==> config.mk <==
export PLATFORM = sky130hd
export DESIGN_NAME = lsu_arb
export DESIGN_NICKNAME = d
export VERILOG_FILES = /design/src/rtl/lsu_arb_pkg.sv /design/src/rtl/lsu_arb_starve_cnt.sv /design/src/rtl/lsu_arb.sv
export SDC_FILE = /design/constraint.sdc
export NUM_CORES = 1
export LEC_CHECK = 0
export BUFFER_PORTS_ARGS = -buffer_cell sky130_fd_sc_hd__buf_2
export CAP_MARGIN = 20
export CORE_MARGIN = 2
export CORE_UTILIZATION = 25
export DETAILED_ROUTE_END_ITERATION = 12
export GPL_ROUTABILITY_DRIVEN = 0
export GPL_TIMING_DRIVEN = 0
export PLACE_DENSITY_LB_ADDON = 0.25
export REMOVE_ABC_BUFFERS = 1
export SYNTH_ARGS = -nofsm -noshare
export SYNTH_HDL_FRONTEND = slang
export SYNTH_SLANG_ARGS = --single-unit
==> constraint.sdc <==
create_clock -name clk -period 5.55 [get_ports clk]
set_input_delay 1.11 -clock clk [delete_from_list [all_inputs] [get_ports clk]]
set_output_delay 1.11 -clock clk [all_outputs]
set_load 0.02 [all_outputs]
==> src/rtl/lsu_arb_pkg.sv <==
// Shared encodings and helpers for the IF/EX load-store arbiter.
// Holds the FSM state, the request owner, and the EX strobe normalisation.
package lsu_arb_pkg;

    typedef enum logic [1:0] {
        ST_IDLE = 2'd0,
        ST_REQ  = 2'd1,
        ST_RSP  = 2'd2
    } state_t;

    typedef enum logic {
        OWN_IF = 1'b0,
        OWN_EX = 1'b1
    } own_t;

    localparam int          CNT_W   = 4;
    localparam logic [3:0]  CNT_SAT = 4'd15;

    // A combined read+write request is issued as a pure write.
    function automatic logic [1:0] ex_strobes(input logic ren, input logic wen);
        return {ren & ~wen, wen};
    endfunction

endpackage

==> src/rtl/lsu_arb_starve_cnt.sv <==
// Saturating count of EX grants taken while IF was waiting.
// ge_max tells the arbiter that IF must win the next contested grant.
module arb_starve_cnt
    import lsu_arb_pkg::*;
#(
    parameter int STARVE_MAX = 4
) (
    input  logic clk,
    input  logic rst_n,
    input  logic inc,
    input  logic clr,
    output logic ge_max
);

    logic [CNT_W-1:0] cnt_q;

    always_ff @(posedge clk or negedge rst_n) begin
        if (!rst_n) begin
            cnt_q <= '0;
        end else if (clr) begin
            cnt_q <= '0;
        end else if (inc && (cnt_q != CNT_SAT)) begin
            cnt_q <= cnt_q + 4'd1;
        end
    end

    assign ge_max = (cnt_q >= 4'(STARVE_MAX));

endmodule

==> src/rtl/lsu_arb.sv <==
// Arbitrates IF fetches and EX loads/stores onto one bus port with a
// single outstanding transaction; EX has priority unless IF is starving.
module lsu_arb
    import lsu_arb_pkg::*;
#(
    parameter int STARVE_MAX = 4,
    parameter int AW         = 32
) (
    input  logic          clk,
    input  logic          rst_n,
    input  logic          hs_if4arb_val,
    output logic          o_arb4if_rdy,
    input  logic [AW-1:0] i_if_adr,
    output logic          o_if_rsp_val,
    output logic [AW-1:0] o_if_rdata,
    input  logic          hs_ex4mem_val,
    output logic          hs_mem4ex_rdy,
    input  logic [AW-1:0] i_mem_adr,
    input  logic [AW-1:0] i_mem_d,
    input  logic          i_mem_ren,
    input  logic          i_mem_wen,
    output logic          o_ex_rsp_val,
    output logic [AW-1:0] o_ex_rdata,
    output logic          o_bus_val,
    input  logic          i_bus_rdy,
    output logic [AW-1:0] o_bus_adr,
    output logic [AW-1:0] o_bus_d,
    output logic          o_bus_ren,
    output logic          o_bus_wen,
    input  logic          i_bus_rsp_val,
    input  logic [AW-1:0] i_bus_rdata
);

    state_t        state_q, state_nxt;
    own_t          own_p0;
    logic [AW-1:0] adr_p0, d_p0;
    logic          ren_p0, wen_p0;
    logic          ge_max, in_idle, grant_ex, grant_if, acc_if, acc_ex;
    logic [1:0]    ex_rw;

    // Rdy is held low while reset is asserted so every output reads 0.
    always_comb begin
        in_idle  = (state_q == ST_IDLE) && rst_n;
        grant_ex = hs_ex4mem_val && !(hs_if4arb_val && ge_max);
        grant_if = hs_if4arb_val && !grant_ex;
        acc_if   = in_idle && grant_if;
        acc_ex   = in_idle && grant_ex;
        ex_rw    = ex_strobes(i_mem_ren, i_mem_wen);
    end

    arb_starve_cnt #(
        .STARVE_MAX (STARVE_MAX)
    ) u_cnt (
        .clk    (clk),
        .rst_n  (rst_n),
        .inc    (acc_ex && hs_if4arb_val),
        .clr    (acc_if),
        .ge_max (ge_max)
    );

    always_ff @(posedge clk or negedge rst_n) begin
        if (!rst_n) begin
            state_q <= ST_IDLE;
        end else begin
            state_q <= state_nxt;
        end
    end

    always_comb begin
        state_nxt = state_q;
        case (state_q)
            ST_IDLE: if (acc_if || acc_ex) state_nxt = ST_REQ;
            ST_REQ:  if (i_bus_rdy)        state_nxt = ST_RSP;
            ST_RSP:  if (i_bus_rsp_val)    state_nxt = ST_IDLE;
            default:                       state_nxt = ST_IDLE;
        endcase
    end

    // Accept stage: capture the granted request for the whole transaction.
    always_ff @(posedge clk or negedge rst_n) begin
        if (!rst_n) begin
            own_p0 <= OWN_IF;
            adr_p0 <= '0;
            d_p0   <= '0;
            ren_p0 <= 1'b0;
            wen_p0 <= 1'b0;
        end else if (acc_ex) begin
            own_p0 <= OWN_EX;
            adr_p0 <= i_mem_adr;
            d_p0   <= i_mem_d;
            ren_p0 <= ex_rw[1];
            wen_p0 <= ex_rw[0];
        end else if (acc_if) begin
            own_p0 <= OWN_IF;
            adr_p0 <= i_if_adr;
            d_p0   <= '0;
            ren_p0 <= 1'b1;
            wen_p0 <= 1'b0;
        end
    end

    always_comb begin
        o_arb4if_rdy  = acc_if;
        hs_mem4ex_rdy = acc_ex;
        o_bus_val     = 1'b0;
        o_bus_adr     = '0;
        o_bus_d       = '0;
        o_bus_ren     = 1'b0;
        o_bus_wen     = 1'b0;
        o_if_rsp_val  = 1'b0;
        o_if_rdata    = '0;
        o_ex_rsp_val  = 1'b0;
        o_ex_rdata    = '0;
        if (state_q == ST_REQ) begin
            o_bus_val = 1'b1;
            o_bus_adr = adr_p0;
            o_bus_d   = d_p0;
            o_bus_ren = ren_p0;
            o_bus_wen = wen_p0;
        end
        // Responses outside RSP are stale or spurious and never reach a requester.
        if ((state_q == ST_RSP) && i_bus_rsp_val) begin
            if (own_p0 == OWN_EX) begin
                o_ex_rsp_val = 1'b1;
                o_ex_rdata   = i_bus_rdata;
            end else begin
                o_if_rsp_val = 1'b1;
                o_if_rdata   = i_bus_rdata;
            end
        end
    end

endmodule

After elaboration in Yosys (flattened, before gate mapping)

Index checks and enable logic that the tools add are counted.

Add/subtract/negate cells: 1
Equality and inequality tests: 6
Reductions and logical operators: 16
Bitwise gates (word level): 2
Muxes and demuxes: 28
$lt $le $gt $ge: 1

Operators by type and width:

| cell                                                                    | count |
|---|---|
| 32-bit two-way mux                                                      | 10 |
| 1-bit two-way mux                                                       | 12 |
| 1-bit logical AND                                                       | 9 |
| 4-bit two-way mux                                                       | 2 |
| 2-bit two-way mux                                                       | 3 |
| 2-bit case mux with 3 select lines                                      | 1 |
| 4-bit by 1-bit adder with 4-bit output, second input constant           | 1 |
| 4-bit by 3-bit >= comparator with 1-bit output, second input constant   | 1 |
| 2-bit inequality test, second input constant                            | 2 |
| 4-bit inequality test, second input constant                            | 1 |
| 2-bit nonzero test                                                      | 2 |
| 3-bit AND reduction                                                     | 1 |
| 2-bit by 1-bit equality test with 1-bit output, second input constant   | 1 |
| 2-bit equality test, second input constant                              | 1 |
| 1-bit logical NOT                                                       | 2 |
| 2-bit logical NOT                                                       | 1 |
| 2-bit by 1-bit inequality test with 1-bit output, second input constant | 1 |
| 1-bit bitwise AND                                                       | 1 |
| 1-bit logical OR                                                        | 1 |
| 1-bit inverter                                                          | 1 |

Word-level logic and storage cells: 61
Bits in registers: 73
Output and inout port bits: 135

Depth between registers and ports, before layout

Depth in word-level cells: 10
Depth in mapped cells: 6

Modules after synthesis

A second synthesis with hierarchy kept.

Cell total of the unflattened synthesis: 446
Area total of the unflattened synthesis: 4072.7 um^2

Modules (own cells, without submodules):

| module         | times used | cells an instance | area each (um^2) |
|---|---|---|---|
| lsu_arb        | 1          | 425               | 3837.4 |
| arb_starve_cnt | 1          | 21                | 235.2 |

Worst setup path before layout

No wires, ideal clock.

Path type: input-to-output
Start point: input port i_bus_rsp_val
End point: output port o_ex_rdata[22]
Data required time: 4.440 ns
Slack: 2.250 ns
Stages: 4
Arrival: 2.190 ns
Cells stage by stage: nand2_1 -> nor3b_1 -> clkbuf_1 -> and2_1

Longest elaborated chain between the ends: 2

RTL lines:

| item               | RTL line       | RTL |
|---|---|---|
| start: declaration | lsu_arb.sv:30  | `input logic i_bus_rsp_val,` |
| 1-bit logical AND  | lsu_arb.sv:122 | `if ((state_q == ST_RSP) && i_bus_rsp_val) begin` |
| 32-bit two-way mux | lsu_arb.sv:122 |  |
| end: declaration   | lsu_arb.sv:23  | `output logic [AW-1:0] o_ex_rdata,` |

No other way between the ends.

Worst setup path after layout

Start point: input port rst_n
End point: output port hs_mem4ex_rdy

Longest elaborated chain between the ends: 2

RTL lines:

| item               | RTL line      | RTL |
|---|---|---|
| start: declaration | lsu_arb.sv:10 | `input logic rst_n,` |
| 1-bit logical AND  | lsu_arb.sv:43 | `in_idle = (state_q == ST_IDLE) && rst_n;` |
| 1-bit logical AND  | lsu_arb.sv:47 | `acc_ex = in_idle && grant_ex;` |
| end: declaration   | lsu_arb.sv:17 | `output logic hs_mem4ex_rdy,` |

No other way between the ends.

==> impl_results.md <==
- FF+latch area: 1830 um2
- Vias per cell: 4.53
- Synth Flop Type: dfrtp_1
- Htree depth: 3
- Synth warn: 0
- Commonest non-fill, non-tap cell in the layout: buf_2
- Fillers: 1642
- IO Pins: 271
- DP HPWL: 10300 um
- Register clock-pin slew on the reported worst setup and hold paths: 0.06 ns
- Status: completed
- Tcrit/Tclk final: between 80% and 90%
- Area of the die: 17300 um2
- Fin nets: 822
- Clock group share of total power: 21.2%
- Cell Pwr Density: approximately 460 nW/um2
- DR WL/cell: 14.9 um
- Largest net degree at the start of global routing: around 70
- Worst Path Class, Setup: in2out
- CTS Root Cell: clkbuf_16
- Post-Route WL: approximately 14000 um
- Area delta synth->final: 47.9%
- WHS: 0.492 ns
- Initial Utilization: 25.6%
- Number of setup buffers added after CTS: 0
- Die Span X: 131 um
- Initial antenna violation count: 2
- Max Cap Viol: 0
- Total Power: 2.73 mW
- Skew final: 0.00458 ns
- Top-area cell type share of the netlist area: a little under half
- TritonCTS clock tree: done
- Setup crit end kind: output port
- CP max FO: 68
- Mean Syn Cell Area: 9.33 um2
- Sequential share of power: 32.5%
- Final critical-path required period: 4.95 ns
- Post-route ant nets: 0
- GRT Overall Usage: 15.6%
- Global-route wire length before repair: 21900 um
- Worst hold path class: reg2reg
- Remaining Overflow, GRT: 0
- WP data arrival: roughly 3.8 ns
- RSZ-0062 raised after global routing: false
- Least-Margin Pin Slew: between 0.8 and 0.9 ns
- Post-synthesis sequential area ratio: a little under half
- Count of distinct cell types in the synthesized netlist: 27
- Residual DRC: 0
- # rows: between 40 and 50
- Switching share of power: 39.7%
- I/O Buffers: 270
- Fin. max-slew vios: 0
- Cells after synthesis: roughly 440
- Max_slew headroom: 41.1%
- Hold_buf cts: 0
- Resize count post-CTS: 0
- Synth Register Bits: 73
- Die H: 131 um
- Leakage power: around 3.3 nW
- Most frequent cells in the layout: 269 x buf_2, 99 x and2_1, 73 x dfrtp_1
- Core area: 15900 um2
- Switch Pwr: between 1 and 1.5 mW
- Layout cell share with drive strength beyond 1: a little over two fifths
- Startpoint types: primary input
- Area occupied by multi-input gates: 1870 um2
- Skew-Pair Late Insertion Delay: 0.34 ns
- Int Power: 1.65 mW
- Crit path required time: ~4.4 ns
- Vias in the first global route: 4129
- Via count: 4112
- CTS Sinks: 73
- Cell taking the most area after synthesis: dfrtp_1
- Router iterations before antenna repair: 4
- Dominant cells by area after synthesis: dfrtp_1 45%, and2_1 15%, a22o_1 7.3%, a221oi_1 6.9%, nor2_1 6.2%
- Iteration-0 DRC Markers: around 140
- TritonCTS buffer count: 9
- Post-synth ARST share: 100%
- Final number of setup-violating endpoints: 0
- Worst VDD drop: 180 uV
- Hold Vio Cnt, Final: 0
- Maximum buffer depth of the clock tree: 2
- Peak Freq: approximately 0.20 GHz
- EDFF count, synth: 0
- Combinational power share: 46.3%
- Post-Syn Area: approximately 4100 um2
[state kept, by name, summed over array words and instances (netlist names)]
name,cells
adr_p0,32
d_p0,32
u_cnt.cnt_q,4
state_q,2
own_p0,1
ren_p0,1
wen_p0,1
[power by group through the flow]
| stage | Sequential, mW | Clock (mW) | Combinational [mW] |
|---|---|---|---|
| 5_1_grt | 0.924 | 0.623 | 1.38 |
| 4_1_cts | 0.890 | 0.603 | 1.28 |
| 2_1_floorplan | 0.863 | 0 | 0.792 |
| 3_3_place_gp | 0.888 | 0 | 1.17 |
| 3_5_place_dp | 0.897 | 0 | 1.27 |
| 6_report | 0.888 | 0.580 | 1.26 |
[cell usage after synthesis, types with 2 or more instances]
master	count
a22o_1	34
a221oi_1	32
a211oi_1	32
o21ai_0	2
nand2_1	2
and2_1	99
clkbuf_1	30
nand2b_1	2
buf_6	11
nor2_1	67
dfrtp_1	73
inv_1	36
[worst max-delay path, stage by stage]
cell     delay [ns]
buf_4          0.17
buf_16         0.30
or3b_1         0.74
buf_16         0.30
nor3b_4        0.70
buf_8          0.26
buf_2          0.19
[final cells by class]
cell class                      count  share of cell area, %
Antenna cell                        1                 0.0417
Clock buffer                       10                   3.81
Clock inverter                      6                   1.13
Inverter                           36                   2.25
Multi-Input combinational cell    284                   31.2
Sequential cell                    73                   30.4
Tap cell                          216                   4.50
Timing Repair Buffer              281                   26.6
[per-layer routing]
layer | GRT usage (%) | share of wire [%]
met5 | 0 | 0.081
met4 | 5.50 | 1.6
met3 | 3.94 | 6.0
met2 | 25.0 | 47
met1 | 20.4 | 46
[cells by family after synthesis]
logic type      Yosys count  synth area share (%)
fa+ha+maj                 1                 0.308
mux                       1                 0.277
compound gates          105                  21.6
flops                    73                  45.0
simple gates            177                  23.6
buf+inv                  78                  9.28
[worst paths after layout]
| path | from | to | slack (ns) | cells past startpoint |
|---|---|---|---|---|
| worst max-delay path | rst_n | hs_mem4ex_rdy | 0.60 | 7 |
| worst min-delay path | wen_p0 | wen_p0 | 0.49 | 1 |
| worst max register to register | state_q[0] | d_p0[29] | 2.87 | 5 |
| worst min register to register | wen_p0 | wen_p0 | 0.49 | 1 |
| max in group asynchronous | rst_n | adr_p0[13] | 4.39 | 2 |
| min in group asynchronous | rst_n | d_p0[14] | 0.59 | 1 |
[per-stage QoR]
step / setup TNS [ns] / util [%] / area (um2) / instances / setup WS (ns)
after floorplan: 0 / - / 3820 / 393 / 1.30
after CTS: 0 / 37.8 / 6000 / 906 / 0.591
after global routing: 0 / 37.8 / 6000 / 907 / 0.415
after global placement: -1.04 / 34.2 / 5440 / 879 / -0.670
after detailed placement: 0 / 35.9 / 5710 / 890 / 0.597
final: 0 / 37.8 / 6000 / 907 / 0.600
Power figures use the tool's default switching activity.
